`src/rtl/rng_fill.sv`:
```
// rtl/rng_fill.sv - fills RAM words 0..end_addr with entropy words over a pipelined bus port
// Optional feature: define RNG_FILL_HEALTH_EN to discard repeated entropy words and flag health_fail.
module rng_fill (
    input  logic        clk_i,
    input  logic        rst_i,
    input  logic        we_rng,
    input  logic [8:0]  addr_rng,
    output logic        ack_rng,
    output logic        busy,
    input  logic        rnd_vld,
    input  logic [31:0] rnd_data,
    output logic        rnd_rdy,
    output logic        ram_cyc_a,
    output logic        ram_stb_a,
    output logic [3:0]  ram_we_a,
    output logic [8:0]  ram_addr_a,
    output logic [31:0] ram_data_in_a,
    input  logic        ram_ack_a,
    input  logic        ram_stall_a,
    output logic        health_fail
);
    typedef enum logic [2:0] {IDLE, GET_RND, WRITE, WAIT_ACK, DONE} state_t;

    state_t      state_q, state_d;
    logic [8:0]  end_addr_q, end_addr_d;
    logic [8:0]  cur_addr_q, cur_addr_d;
    logic [31:0] wr_data_q, wr_data_d;
    logic        take_word;

`ifdef RNG_FILL_HEALTH_EN
    logic [31:0] prev_q, prev_d;
    logic        prev_vld_q, prev_vld_d;
    logic        health_q, health_d;

    // A word repeating the previously consumed one is consumed but never written.
    assign take_word   = !(prev_vld_q && (rnd_data == prev_q));
    assign health_fail = health_q;

    always_ff @(posedge clk_i or posedge rst_i) begin
        if (rst_i) begin
            prev_q     <= '0;
            prev_vld_q <= 1'b0;
            health_q   <= 1'b0;
        end else begin
            prev_q     <= prev_d;
            prev_vld_q <= prev_vld_d;
            health_q   <= health_d;
        end
    end

    always_comb begin
        prev_d     = prev_q;
        prev_vld_d = prev_vld_q;
        health_d   = health_q;
        if (state_q == IDLE && we_rng) begin
            prev_vld_d = 1'b0;
        end else if (state_q == GET_RND && rnd_vld) begin
            prev_d     = rnd_data;
            prev_vld_d = 1'b1;
            if (!take_word) health_d = 1'b1;
        end
    end
`else
    assign take_word   = 1'b1;
    assign health_fail = 1'b0;
`endif

    always_ff @(posedge clk_i or posedge rst_i) begin
        if (rst_i) begin
            state_q    <= IDLE;
            end_addr_q <= '0;
            cur_addr_q <= '0;
            wr_data_q  <= '0;
        end else begin
            state_q    <= state_d;
            end_addr_q <= end_addr_d;
            cur_addr_q <= cur_addr_d;
            wr_data_q  <= wr_data_d;
        end
    end

    always_comb begin
        state_d    = state_q;
        end_addr_d = end_addr_q;
        cur_addr_d = cur_addr_q;
        wr_data_d  = wr_data_q;
        case (state_q)
            IDLE: begin
                if (we_rng) begin
                    end_addr_d = addr_rng;
                    cur_addr_d = '0;
                    state_d    = GET_RND;
                end
            end
            GET_RND: begin
                if (rnd_vld && take_word) begin
                    wr_data_d = rnd_data;
                    state_d   = WRITE;
                end
            end
            WRITE: begin
                if (!ram_stall_a) state_d = WAIT_ACK;
            end
            WAIT_ACK: begin
                if (ram_ack_a) begin
                    if (cur_addr_q == end_addr_q) begin
                        state_d = DONE;
                    end else begin
                        cur_addr_d = cur_addr_q + 9'd1;
                        state_d    = GET_RND;
                    end
                end
            end
            DONE:    state_d = IDLE;
            default: state_d = IDLE;
        endcase
    end

    // All outputs are decoded from the state alone, so none depend on same-cycle inputs.
    always_comb begin
        ack_rng       = 1'b0;
        busy          = (state_q != IDLE);
        rnd_rdy       = 1'b0;
        ram_cyc_a     = 1'b0;
        ram_stb_a     = 1'b0;
        ram_we_a      = 4'h0;
        ram_addr_a    = '0;
        ram_data_in_a = '0;
        case (state_q)
            GET_RND: rnd_rdy = 1'b1;
            WRITE: begin
                ram_cyc_a     = 1'b1;
                ram_stb_a     = 1'b1;
                ram_we_a      = 4'hF;
                ram_addr_a    = cur_addr_q;
                ram_data_in_a = wr_data_q;
            end
            WAIT_ACK: ram_cyc_a = 1'b1;
            DONE:     ack_rng   = 1'b1;
            default: ;
        endcase
    end
endmodule

```
`config.mk`:
```
export PLATFORM = sky130hd
export DESIGN_NAME = rng_fill
export DESIGN_NICKNAME = d
export VERILOG_FILES = /design/src/rtl/rng_fill.sv
export SDC_FILE = /design/constraint.sdc
export NUM_CORES = 1
export LEC_CHECK = 0
export ABC_AREA = 1
export BUFFER_PORTS_ARGS = -buffer_cell sky130_fd_sc_hd__buf_2
export CAP_MARGIN = 20
export CORE_MARGIN = 4
export CORE_UTILIZATION = 53
export DETAILED_ROUTE_END_ITERATION = 8
export PLACE_DENSITY_LB_ADDON = 0.05
export SLEW_MARGIN = 30
export SYNTH_ARGS = -nofsm -noshare
export SYNTH_HDL_FRONTEND = slang
export SYNTH_SLANG_ARGS = --single-unit
```
`constraint.sdc`:
```
create_clock -name clk_i -period 2.3 [get_ports clk_i]
set_clock_uncertainty 0.15 [all_clocks]
set_input_delay 0.115 -clock clk_i [delete_from_list [all_inputs] [get_ports clk_i]]
set_output_delay 0.115 -clock clk_i [all_outputs]
set_load 0.03 [all_outputs]
```
==> results_dict.tcl <==
set metrics [dict create \
    status "completed" \
    final_common_cell "buf_2" \
    rsz0062_at_grt "no" \
    p_per_area_nw_per_um2 1220 \
    wl_per_cell_um 12.5 \
    setup_viol 0 \
    fmax_ghz 0.500 \
    syn_area_per_cell_sq_um 7.78 \
    cts_setup_buffers 0 \
    dpl_cell_area_sq_um 3200 \
    critPathMaxFanout 41 \
    grt_pass1_vias 2409 \
    synth_cell_type_count 26 \
    post-route-worst-setup-slack_ns 0.299 \
    cts_root_buffer "clkbuf_8" \
    wl_met1_mm 3.04 \
    cp-end-kind "output pin" \
    crit_arrival_ns 1.74 \
    drtIter0Drc 158 \
    synth-edff-count 0 \
    top_layer "met4" \
    drc 0 \
    peakVddDrop_v 0.000603 \
    p_seq_frac 0.318 \
    grt_use_total 0.226 \
    criticalPathCategory "flip-flop to output pin" \
    cts-resized-gates 0 \
    wl_met2_mm 3.38 \
    timing_hold_violations_final 0 \
    grt_max_degree 65 \
    final_cell_area_sq_um 3770 \
    final_cell_mix "buf_2, nor2_1, dfrtp_1, inv_1" \
    die_w_um 79.4 \
    wl_mm 6.81 \
    dr.pass1.iters 4 \
    switching_share 0.461 \
    hpwl_mm 4.33 \
    ioPinCount 98 \
    gr-total-overflow 0 \
    tns_ns 0 \
    fp-row-count 25 \
    dieArea_sq_um 6300 \
    worstPathRequired_ns 2.04 \
    start_util 0.561 \
    cts_made_buffers 5 \
    power_mw 4.61 \
    coreArea_sq_um 4820 \
    postRouteAntennaNets 0 \
    hp-class "primary input to flip-flop" \
    wl_met3_um 331 \
    vias_per_cell 4.60 \
    power_frac_clock 0.163 \
    clk_pin_slew_ns 0.10 \
    cts_tree "done" \
    p_comb_frac 0.519 \
    area_delta_synth_final_pct 39.6 \
    nNetsFinal 526 \
    synth_nets 395 \
    clk_latency_ns 0.30 \
    diodes 0 \
    maxCapViolCount 0 \
    port_buffers 96 \
    fin_util 0.783 \
    synthArstFlopShare 1.00 \
    slew_viol_final 0 \
    drive_gt1_frac 0.273 \
    route.vias.total 2510 \
    yosys_warnings 0 \
    cts_sinks 53 \
    pre_cts_slack_ns 0.605 \
    critPathLaunchType "flip-flop" \
    die_y_um 79.4 \
    clk_path_buf_depth 2 \
    synth_ff_type "dfrtp_1" \
    relSlewSlack 0.559 \
    place_congestion 0.822 \
    syn_inst 347 \
    grt_pass1_wl_mm 11.2 \
    p_leak_nw 2.11 \
    synth_seq_cells 53 \
    antenna_found_initial 0 \
    netlist_area_sq_um 2700 \
    period_needed_ns 2.00 \
    yosysSeqAreaShare 0.491 \
    ctsHtreeMaxLevel 2 \
    worst_pin_slew_ns 0.661 \
    period_share 0.870 \
    power.switching_mw 2.12 \
    p_int_mw 2.48 \
]
-- kinds of logic (layout without fill, tap and decap cells) --
kind of cell / after synthesis / in the layout / share of synthesized area
AOI/OAI and AO/OA: 37 / 37 / 0.0699
xor gates and xnor gates: 9 / 9 / 0.0292
adders and majority gates: 1 / 1 / 0.00463
buffers and inverters: 71 / 203 / 0.110
DFF: 53 / 53 / 0.491
muxes: 7 / 7 / 0.0292
other: 1 / 1 / 0.00139
and+or+nand+nor: 168 / 168 / 0.265
-- synthesized netlist by cell type, types with 3 or more instances --
cell type  instances  share of area
a21oi_1           35          0.065
buf_1              4         0.0056
buf_2              9          0.017
buf_4              5          0.014
dfrtp_1           53           0.49
inv_1             47          0.065
inv_2              6         0.0083
mux2_2             7          0.029
nand2_1           43          0.060
nand2_2            5          0.012
nand3_1           15          0.028
nor2_1            90           0.13
nor3b_1            3         0.0083
or2_0              3         0.0069
xnor2_1            6          0.019
xor2_1             3         0.0097
-- path summary, 6_finish.rpt --
kind / to / cells after the start / from / slack [ns]
min in group asynchronous: wr_data_q[28] / 4 / rst_i / 0.40
max in group asynchronous: wr_data_q[2] / 4 / rst_i / 1.16
worst max-delay path: ram_addr_a[5] / 5 / state_q[0] / 0.30
worst max register to register: cur_addr_q[6] / 8 / cur_addr_q[0] / 0.56
worst min-delay path: state_q[1] / 3 / ram_ack_a / 0.06
worst min register to register: wr_data_q[3] / 2 / wr_data_q[3] / 0.37
-- critical path: stages (launching register included) --
cell and delay, ns:
dfrtp_1 0.46, nor2_4 0.16, nand2_2 0.10, buf_4 0.28, nor2_1 0.19, buf_2 0.23
-- power by group through the flow --
stage | Clock [mW] | Combinational (mW) | Sequential (mW)
2_1_floorplan | 0 | 1.83 | 1.44
3_3_place_gp | 0 | 2.29 | 1.46
3_5_place_dp | 0 | 2.33 | 1.48
4_1_cts | 0.774 | 2.39 | 1.46
5_1_grt | 0.810 | 2.64 | 1.50
6_report | 0.751 | 2.39 | 1.47
-- layer usage --
| metal | global-route usage | vias up |
|---|---|---|
| met4 | 0.0636 | 0 |
| met1 | 0.291 | 1118 |
| li1 | - | 1306 |
| met3 | 0.0372 | 7 |
| met2 | 0.392 | 79 |
| met5 | 0 | - |
-- area by class of cell --
| type | count | area (sq um) |
|---|---|---|
| clock inverter | 3 | 68.8 |
| multi-input combinational | 223 | 1080 |
| tap | 67 | 83.8 |
| fill | 367 | 1050 |
| clock buffer | 5 | 68.8 |
| sequential | 53 | 1330 |
| inverter | 53 | 199 |
| timing repair buffer | 142 | 946 |
-- flip-flops by register name, summed over array words and instances (netlist names) --
name / cells
cur_addr_q: 9
end_addr_q: 9
state_q: 3
wr_data_q: 32
-- what timing repair did --
action                                 in CTS  in global routing
endpoints found under the hold margin      95                  0
hold buffers                               43                  0
setup endpoints to repair                   0                  0
-- per-stage QoR --
step | hold WS (ns) | instances
floorplan | 0.115 | 347
global placement | 0.179 | 495
detailed placement | 0.184 | 495
CTS | 0.0516 | 546
global route | 0.0706 | 546
finish | 0.0629 | 546
No activity file was read; power rests on OpenSTA's default activity.
